===== config.mk =====
export PLATFORM = sky130hd
export DESIGN_NAME = kronos_boot_loader
export DESIGN_NICKNAME = d
export VERILOG_FILES = /design/src/rtl/kronos_boot_loader.sv
export SDC_FILE = /design/constraint.sdc
export NUM_CORES = 1
export LEC_CHECK = 0
export ABC_AREA = 0
export BUFFER_PORTS_ARGS = -buffer_cell sky130_fd_sc_hd__buf_2
export CELL_PAD_IN_SITES_DETAIL_PLACEMENT = 0
export CELL_PAD_IN_SITES_GLOBAL_PLACEMENT = 1
export CORE_ASPECT_RATIO = 1.75
export CORE_MARGIN = 4
export CORE_UTILIZATION = 46
export DETAILED_ROUTE_END_ITERATION = 8
export PLACE_DENSITY = 0.8
export SETUP_SLACK_MARGIN = 0.2
export SYNTH_ARGS = -nofsm -noshare
export SYNTH_HDL_FRONTEND = slang
export SYNTH_SLANG_ARGS = --single-unit

===== constraint.sdc =====
create_clock -name clk -period 2.9 [get_ports clk]
set_input_delay 0.58 -clock clk [delete_from_list [all_inputs] [get_ports clk]]
set_output_delay 0.58 -clock clk [all_outputs]
set_load 0.1 [all_outputs]

===== src/rtl/kronos_boot_loader.sv =====
// Byte-stream program loader: receives a framed RV32I image
// (ADDR, LEN, DATA[N], CSUM), writes each word through a req/ack memory
// port, verifies an XOR checksum and releases the core from reset on success.
module kronos_boot_loader #(
    parameter int unsigned MAX_WORDS = 4096
) (
    input  logic        clk,
    input  logic        rstz,
    input  logic [7:0]  rx_data,
    input  logic        rx_vld,
    output logic        rx_rdy,
    output logic [31:0] mem_addr,
    output logic [31:0] mem_wr_data,
    output logic        mem_req,
    output logic        mem_we,
    input  logic        mem_ack,
    input  logic        reload,
    output logic        core_rstz,
    output logic        boot_done,
    output logic        boot_error
);

    localparam int unsigned CW = $clog2(MAX_WORDS + 1);

    typedef enum logic [2:0] {
        ST_ADDR,
        ST_LEN,
        ST_DATA,
        ST_WRITE,
        ST_CSUM,
        ST_DONE,
        ST_ERROR
    } state_e;

    state_e        state_q, state_d;
    logic [1:0]    idx_q, idx_d;
    logic [23:0]   asm_q, asm_d;
    logic [31:0]   addr_q, addr_d;
    logic [31:0]   wdata_q, wdata_d;
    logic [31:0]   csum_q, csum_d;
    logic [CW-1:0] cnt_q, cnt_d;
    logic          done_q, done_d;
    logic          err_q, err_d;

    logic          rdy;
    logic          byte_take;
    logic          last_byte;
    logic [31:0]   word;

    // Byte acceptance: only the receiving states take bytes from the link.
    always_comb begin
        rdy       = (state_q == ST_ADDR) || (state_q == ST_LEN) ||
                    (state_q == ST_DATA) || (state_q == ST_CSUM);
        byte_take = rx_vld && rdy;
        last_byte = byte_take && (idx_q == 2'd3);
        // The 4th byte is used directly so the full word is available on its accept cycle.
        word      = {rx_data, asm_q};
    end

    // State register.
    always_ff @(posedge clk or negedge rstz) begin
        if (!rstz) state_q <= ST_ADDR;
        else       state_q <= state_d;
    end

    // Next-state and datapath updates for framing, writing and checksum.
    always_comb begin
        state_d = state_q;
        idx_d   = idx_q;
        asm_d   = asm_q;
        addr_d  = addr_q;
        wdata_d = wdata_q;
        csum_d  = csum_q;
        cnt_d   = cnt_q;

        if (byte_take) begin
            idx_d = idx_q + 2'd1;
            case (idx_q)
                2'd0:    asm_d[7:0]   = rx_data;
                2'd1:    asm_d[15:8]  = rx_data;
                2'd2:    asm_d[23:16] = rx_data;
                default: ;
            endcase
        end

        case (state_q)
            ST_ADDR: begin
                if (last_byte) begin
                    if (word[1:0] != 2'b00) begin
                        state_d = ST_ERROR;
                    end else begin
                        addr_d  = word;
                        state_d = ST_LEN;
                    end
                end
            end
            ST_LEN: begin
                if (last_byte) begin
                    if (word > MAX_WORDS) begin
                        state_d = ST_ERROR;
                    end else if (word == '0) begin
                        state_d = ST_CSUM;
                    end else begin
                        cnt_d   = word[CW-1:0];
                        state_d = ST_DATA;
                    end
                end
            end
            ST_DATA: begin
                if (last_byte) begin
                    wdata_d = word;
                    state_d = ST_WRITE;
                end
            end
            ST_WRITE: begin
                if (mem_ack) begin
                    csum_d  = csum_q ^ wdata_q;
                    addr_d  = addr_q + 32'd4;
                    cnt_d   = cnt_q - CW'(1);
                    state_d = (cnt_q == CW'(1)) ? ST_CSUM : ST_DATA;
                end
            end
            ST_CSUM: begin
                if (last_byte) begin
                    state_d = (word == csum_q) ? ST_DONE : ST_ERROR;
                end
            end
            ST_DONE, ST_ERROR: begin
                if (reload) begin
                    state_d = ST_ADDR;
                    idx_d   = '0;
                    addr_d  = '0;
                    wdata_d = '0;
                    csum_d  = '0;
                    cnt_d   = '0;
                end
            end
            default: state_d = ST_ADDR;
        endcase

        // Status flags follow the state being entered, so they appear one cycle after the final byte.
        done_d = (state_d == ST_DONE);
        err_d  = (state_d == ST_ERROR);
    end

    // Datapath and status registers.
    always_ff @(posedge clk or negedge rstz) begin
        if (!rstz) begin
            idx_q   <= '0;
            asm_q   <= '0;
            addr_q  <= '0;
            wdata_q <= '0;
            csum_q  <= '0;
            cnt_q   <= '0;
            done_q  <= 1'b0;
            err_q   <= 1'b0;
        end else begin
            idx_q   <= idx_d;
            asm_q   <= asm_d;
            addr_q  <= addr_d;
            wdata_q <= wdata_d;
            csum_q  <= csum_d;
            cnt_q   <= cnt_d;
            done_q  <= done_d;
            err_q   <= err_d;
        end
    end

    assign rx_rdy      = rdy;
    assign mem_req     = (state_q == ST_WRITE);
    assign mem_we      = (state_q == ST_WRITE);
    assign mem_addr    = addr_q;
    assign mem_wr_data = wdata_q;
    assign core_rstz   = done_q;
    assign boot_done   = done_q;
    assign boot_error  = err_q;

endmodule


# Word level (Yosys, flattened, before mapping)
# Index checks and enable logic that the tools add are counted.
[totals] reg_bits=140 inputBits=13
[classes] addsub=3 reduce_logical=21 n_mux=30 order_cmp=1 n_eq_ne=21 bitwise_logic=1
[ops] cell="32-bit two-way mux" count=6
[ops] cell="32-bit one-hot mux with 2 select lines" count=2
[ops] cell="32-bit one-hot mux with 3 select lines" count=1
[ops] cell="13-bit two-way mux" count=5
[ops] cell="13-bit one-hot mux with 3 select lines" count=1
[ops] cell="32-bit by 3-bit adder with 32-bit output, second input constant" count=1
[ops] cell="32-bit equality test" count=1
[ops] cell="32-bit by 13-bit greater-than comparator with 1-bit output, second input constant" count=1
[ops] cell="32-bit logical NOT" count=1
[ops] cell="32-bit bitwise XOR" count=1
[ops] cell="3-bit two-way mux" count=10
[ops] cell="3-bit one-hot mux with 6 select lines" count=1
[ops] cell="3-bit equality test, second input constant" count=5
[ops] cell="2-bit != test, second input constant" count=7
[ops] cell="13-bit by 1-bit equality test with 1-bit output, second input constant" count=1
[ops] cell="13-bit by 1-bit subtractor with 13-bit output, second input constant" count=1
[ops] cell="2-bit two-way mux" count=4
[ops] cell="3-bit by 2-bit equality test with 1-bit output, second input constant" count=2
[ops] cell="2-bit AND reduction" count=3
[ops] cell="3-bit AND reduction" count=2
[ops] cell="6-bit AND reduction" count=1
[ops] cell="2-bit nonzero test" count=3
[ops] cell="3-bit nonzero test" count=2
[ops] cell="5-bit AND reduction" count=1
[ops] cell="other kinds (10)" count=14

# Depth between registers and ports, before layout
[depth] word_depth=9 depth_mapped=10 ltp_nobuf=7

# Worst setup path before layout
# Ideal clock, no wire load.
[synth_timing] path_type="register to output" startpoint="register state_q[2]" endpoint="output port mem_we" t_arrival_ns=2.667 path_buffers=4 setup_slack_ns=-0.347 stages_incl_launch_ff=8 cell_sequence="dfrtp_1 > buf_2 > inv_1 > nand3_1 > inv_1 > clkbuf_1 > clkbuf_1 > buf_4"
[synth_between] elab_chain_cells=1
[synth_lines] element="start: declaration" line="35" rtl="state_e state_q, state_d;"
[synth_lines] element="start signal: assignment" line="63" rtl="else state_q <= state_d;"
[synth_lines] element="3-bit by 2-bit equality test with 1-bit output"
[synth_lines] element="end: declaration" line="15" rtl="output logic mem_we,"
# No other way between the ends.

# Worst setup path after layout
[layout_timing] startpoint="register state_q[0]" endpoint="register cnt_q[6]"
[layout_between] elab_chain_cells=8 elab_cells_between_ends=21 cone_classes="11 x eq/ne; 1 x mux; 9 x reduce/logical"
[layout_lines] element="3-bit by 1-bit equality test with 1-bit output / 3-bit logical NOT (equally long branches)" line="52, 86"
[layout_lines] element="1-bit logical OR (2 in a row)" line="52" rtl="rdy = (state_q == ST_ADDR) || (state_q == ST_LEN) ||"
[layout_lines] element="1-bit logical OR" line="53" rtl="(state_q == ST_DATA) || (state_q == ST_CSUM);"
[layout_lines] element="1-bit logical AND" line="54" rtl="byte_take = rx_vld && rdy;"
[layout_lines] element="1-bit logical AND" line="55" rtl="last_byte = byte_take && (idx_q == 2'd3);"
[layout_lines] element="2-bit != test (no source line)"
[layout_lines] element="6-bit AND reduction (no source line)"
[layout_lines] element="end signal: assignment" line="163" rtl="cnt_q <= cnt_d;"
[layout_lines] element="end: declaration" line="41" rtl="logic [CW-1:0] cnt_q, cnt_d;"
# Several ways; a longest one is shown, not always the timed one.
# A chain may end at the register's enable or synchronous reset.

==> summary.md <==
| Metric | Value |
|---|---|
| Outcome | finished clean |
| FF-to-FF Start | state_q[0] |
| Area delta synth->final | 17.3% |
| CP Capture Type | flip-flop |
| Post-Synth XOR/XNOR Area | 7.48% |
| WS Path Type | flip-flop to flip-flop |
| CP Launch Point | state_q[0] |
| DRC Markers | 0 |
| Drt initial violations | 382 |
| Vert. Die Dim | 179 microns |
| Fillcell total | 1516 |
| Yosys Warn Count | 0 |
| RSZ-0062 raised after global routing | yes |
| First-pass detailed-route iteration total | 5 |
| Inserted Diodes | 0 |
| Clk sinks | 140 |
| Initial antenna violation count | 0 |
| Total CTS buffers | 17 |
| Peak fanout along the critical path | 14 |
| Final Skew | 0.00837 ns |
| Final setup fails | 0 |
| Simple logic cell fraction of the synthesized area | 19.3% |
| Global placement routability congestion | 0.894 |
| Post-placement cell count | 1077 |
| Mux share of post-synthesis cell area | 4.35% |
| Slew Viols, Final | 0 |
| Mean post-synth cell area | 9.66 sq um |
| Die footprint | 19000 sq um |
| Netlist cell types | 77 |
| Crit path DAT | 2.98 ns |
| CP Launch Type | flip-flop |
| Setup TNS | 0 ns |
| H-tree levels | 4 |
| Share of post-route cells with drive strength above 1 | 24.4% |
| Clk buf depth | 2 |
| Critical R2R Capture | cnt_q[6] |
| Total grt overflow | 0 |
| #FFs+latches synth | 140 |
| Synth Area in Compound Gates | 17.5% |
| Gates resized, CTS repair | 1 |
| Post-Synthesis Cells | 800 |
| Die W | 106 microns |
| Max-cap violations | 0 |
| Post-synth ARST share | 100% |
| DR WL/cell | 21.1 microns |
| Synth Net Count | 821 |
| Depth of the most critical reg-to-reg path | 7 |
| Via count | 6557 |
| Synth Area in Adders | 1.52% |
| Port buffer count | 82 |
| Core Region | 16400 sq um |
| Worst slew pin tran | 0.923 ns |
| Post-synthesis sequential area ratio | 45.3% |
| Hold crit path type | primary input to async pin |
| Vias in the first global route | 6567 |
| Highest clock rate | 381 MHz |
| Starting density of the core | 47.0% |
| Hold-fix buffers, CTS | 0 |
| Largest net degree at the start of global routing | 65 |
| Reg2Reg Setup Slack | 0.28 ns |
| CTS tree | done |
| First-pass GRT wire length | 37500 microns |
| Detail Route Antenna Nets | 0 |
| Root Buffer | clkbuf_16 |
| Post-synth EDFFs | 0 |
| Routed WL | 23400 microns |
| Final hold vios | 0 |
| Dpl hpwl | 16400 microns |
| Clk Latency, worst-skew pair | 0.43 ns |
| Cell Count, Final, Fillers Out | 1109 |
| Slew HR | 38.2% |
| Worst EP required | 3.26 ns |
| Post-Syn Area | 7730 sq um |
| Setup Fix Bufs, Post-CTS | 0 |
| Fin crit period | 2.62 ns |
| Predominant post-synthesis flop cell | dfrtp_1 |
| Main combinational cell family by area after synthesis | simple AND/OR/NAND/NOR gates |
| Rows | 62 |
| Via density | 5.91 |
| Clock-pin slew on the worst setup and hold paths | 0.06 ns |
| I/O pins | 83 |
| Final Cycle Share | 90.5% |
| All-Layer GR Usage | 25.1% |
| Fin nets | 893 |
==> sequential cells by signal, summed over array words and instances (netlist names) <==
signal	count
asm_q	24
boot_done	1
idx_q	2
mem_wr_data	32
state_q	3
cnt_q	13
csum_q	32
boot_error	1
mem_addr	32
==> cell usage in the layout, fill, tap and decap left out, types with 3 or more instances in the layout <==
master	instances
and2_1	10
o2bb2ai_1	3
clkbuf_16	17
nor3b_1	3
o221ai_2	9
nand3b_1	3
mux2_2	29
a21o_1	4
o21ai_0	51
clkinv_2	3
nand4_1	48
nor2_1	70
nor3_1	17
o2bb2ai_2	10
buf_2	79
xnor2_1	33
nand3_1	11
dfrtp_1	138
xor2_1	33
nand2b_1	3
a22oi_1	12
buf_12	3
nor4_1	13
buf_4	32
o211ai_1	3
or3_1	5
nand2_1	84
and3_1	8
ha_1	7
a21oi_1	36
inv_1	15
o22a_1	6
o22ai_1	5
a31oi_1	4
clkinvlp_4	4
a32o_1	3
a211oi_1	5
==> synth_stat cells (12+ instances only) <==
cell        n  area share, %
xor2_1     33            3.7
nand3_1    12           0.78
nand2_1    84            4.1
a22oi_1    12            1.2
nand4_1    48            3.9
nor2_1     70            3.4
xnor2_1    33            3.7
a21oi_1    36            2.3
inv_1      15           0.73
mux2_2     29            4.2
nor4_1     13            1.1
clkbuf_1   45            2.2
nor3_1     17            1.1
dfrtp_1   140             45
o21ai_0    52            3.4
==> cells by family (layout without fill, tap and decap cells) <==
family	count (synthesis)	in the layout
mux	30	30
compound gates	183	183
xor+xnor	66	66
flops	140	140
simple gates	295	295
fa+ha+maj	9	9
buf+inv	77	162
==> stage by stage <==
step           setup slack (ns)  util [%]  hold WS (ns)  area [sq um]
5_1_grt                   0.173      55.1         0.201          9070
6_report                  0.276      55.1         0.152          9070
3_5_place_dp             0.0756      51.4         0.487          8460
2_1_floorplan             0.190         -         0.284          7730
3_3_place_gp              0.242      51.4         0.479          8460
4_1_cts                   0.213      55.0         0.162          9050
==> worst max-delay path: stages, from the launching register on <==
cell,delay (ns)
dfrtp_1,0.41
fa_1,0.47
nand3b_1,0.36
o21ai_1,0.43
a31o_4,0.37
o21ai_4,0.13
buf_4,0.22
o2bb2ai_2,0.15
==> worst max path at each step <==
stage,endpoint,slack [ns]
5_1_grt,cnt_q[6],0.17
3_5_place_dp,cnt_q[6],0.08
6_report,cnt_q[6],0.28
2_1_floorplan,mem_we,0.19
3_3_place_gp,cnt_q[6],0.24
4_1_cts,cnt_q[4],0.21
==> metal layers <==
layer	routed length, microns	share of wire (%)	global-route usage [%]	vias up
met5	0	0	0	-
met4	611	2.6	9.08	0
li1	-	-	-	3037
met3	936	4.0	3.84	40
met1	9600	41	31.4	3282
met2	12200	52	43.6	198
==> final cells by class <==
cell class	count	area [sq um]	share of cell area [%]
inverter	15	56.3	0.621
multi-input combinational	583	3930	43.3
sequential	140	3510	38.7
clock buffer	19	453	4.99
timing repair buffer	115	707	7.80
clock inverter	13	140	1.55
tap	224	280	3.09
Power is not shown: default switching activity piles up to over one toggle a cycle in this logic, so the estimate is an artifact.
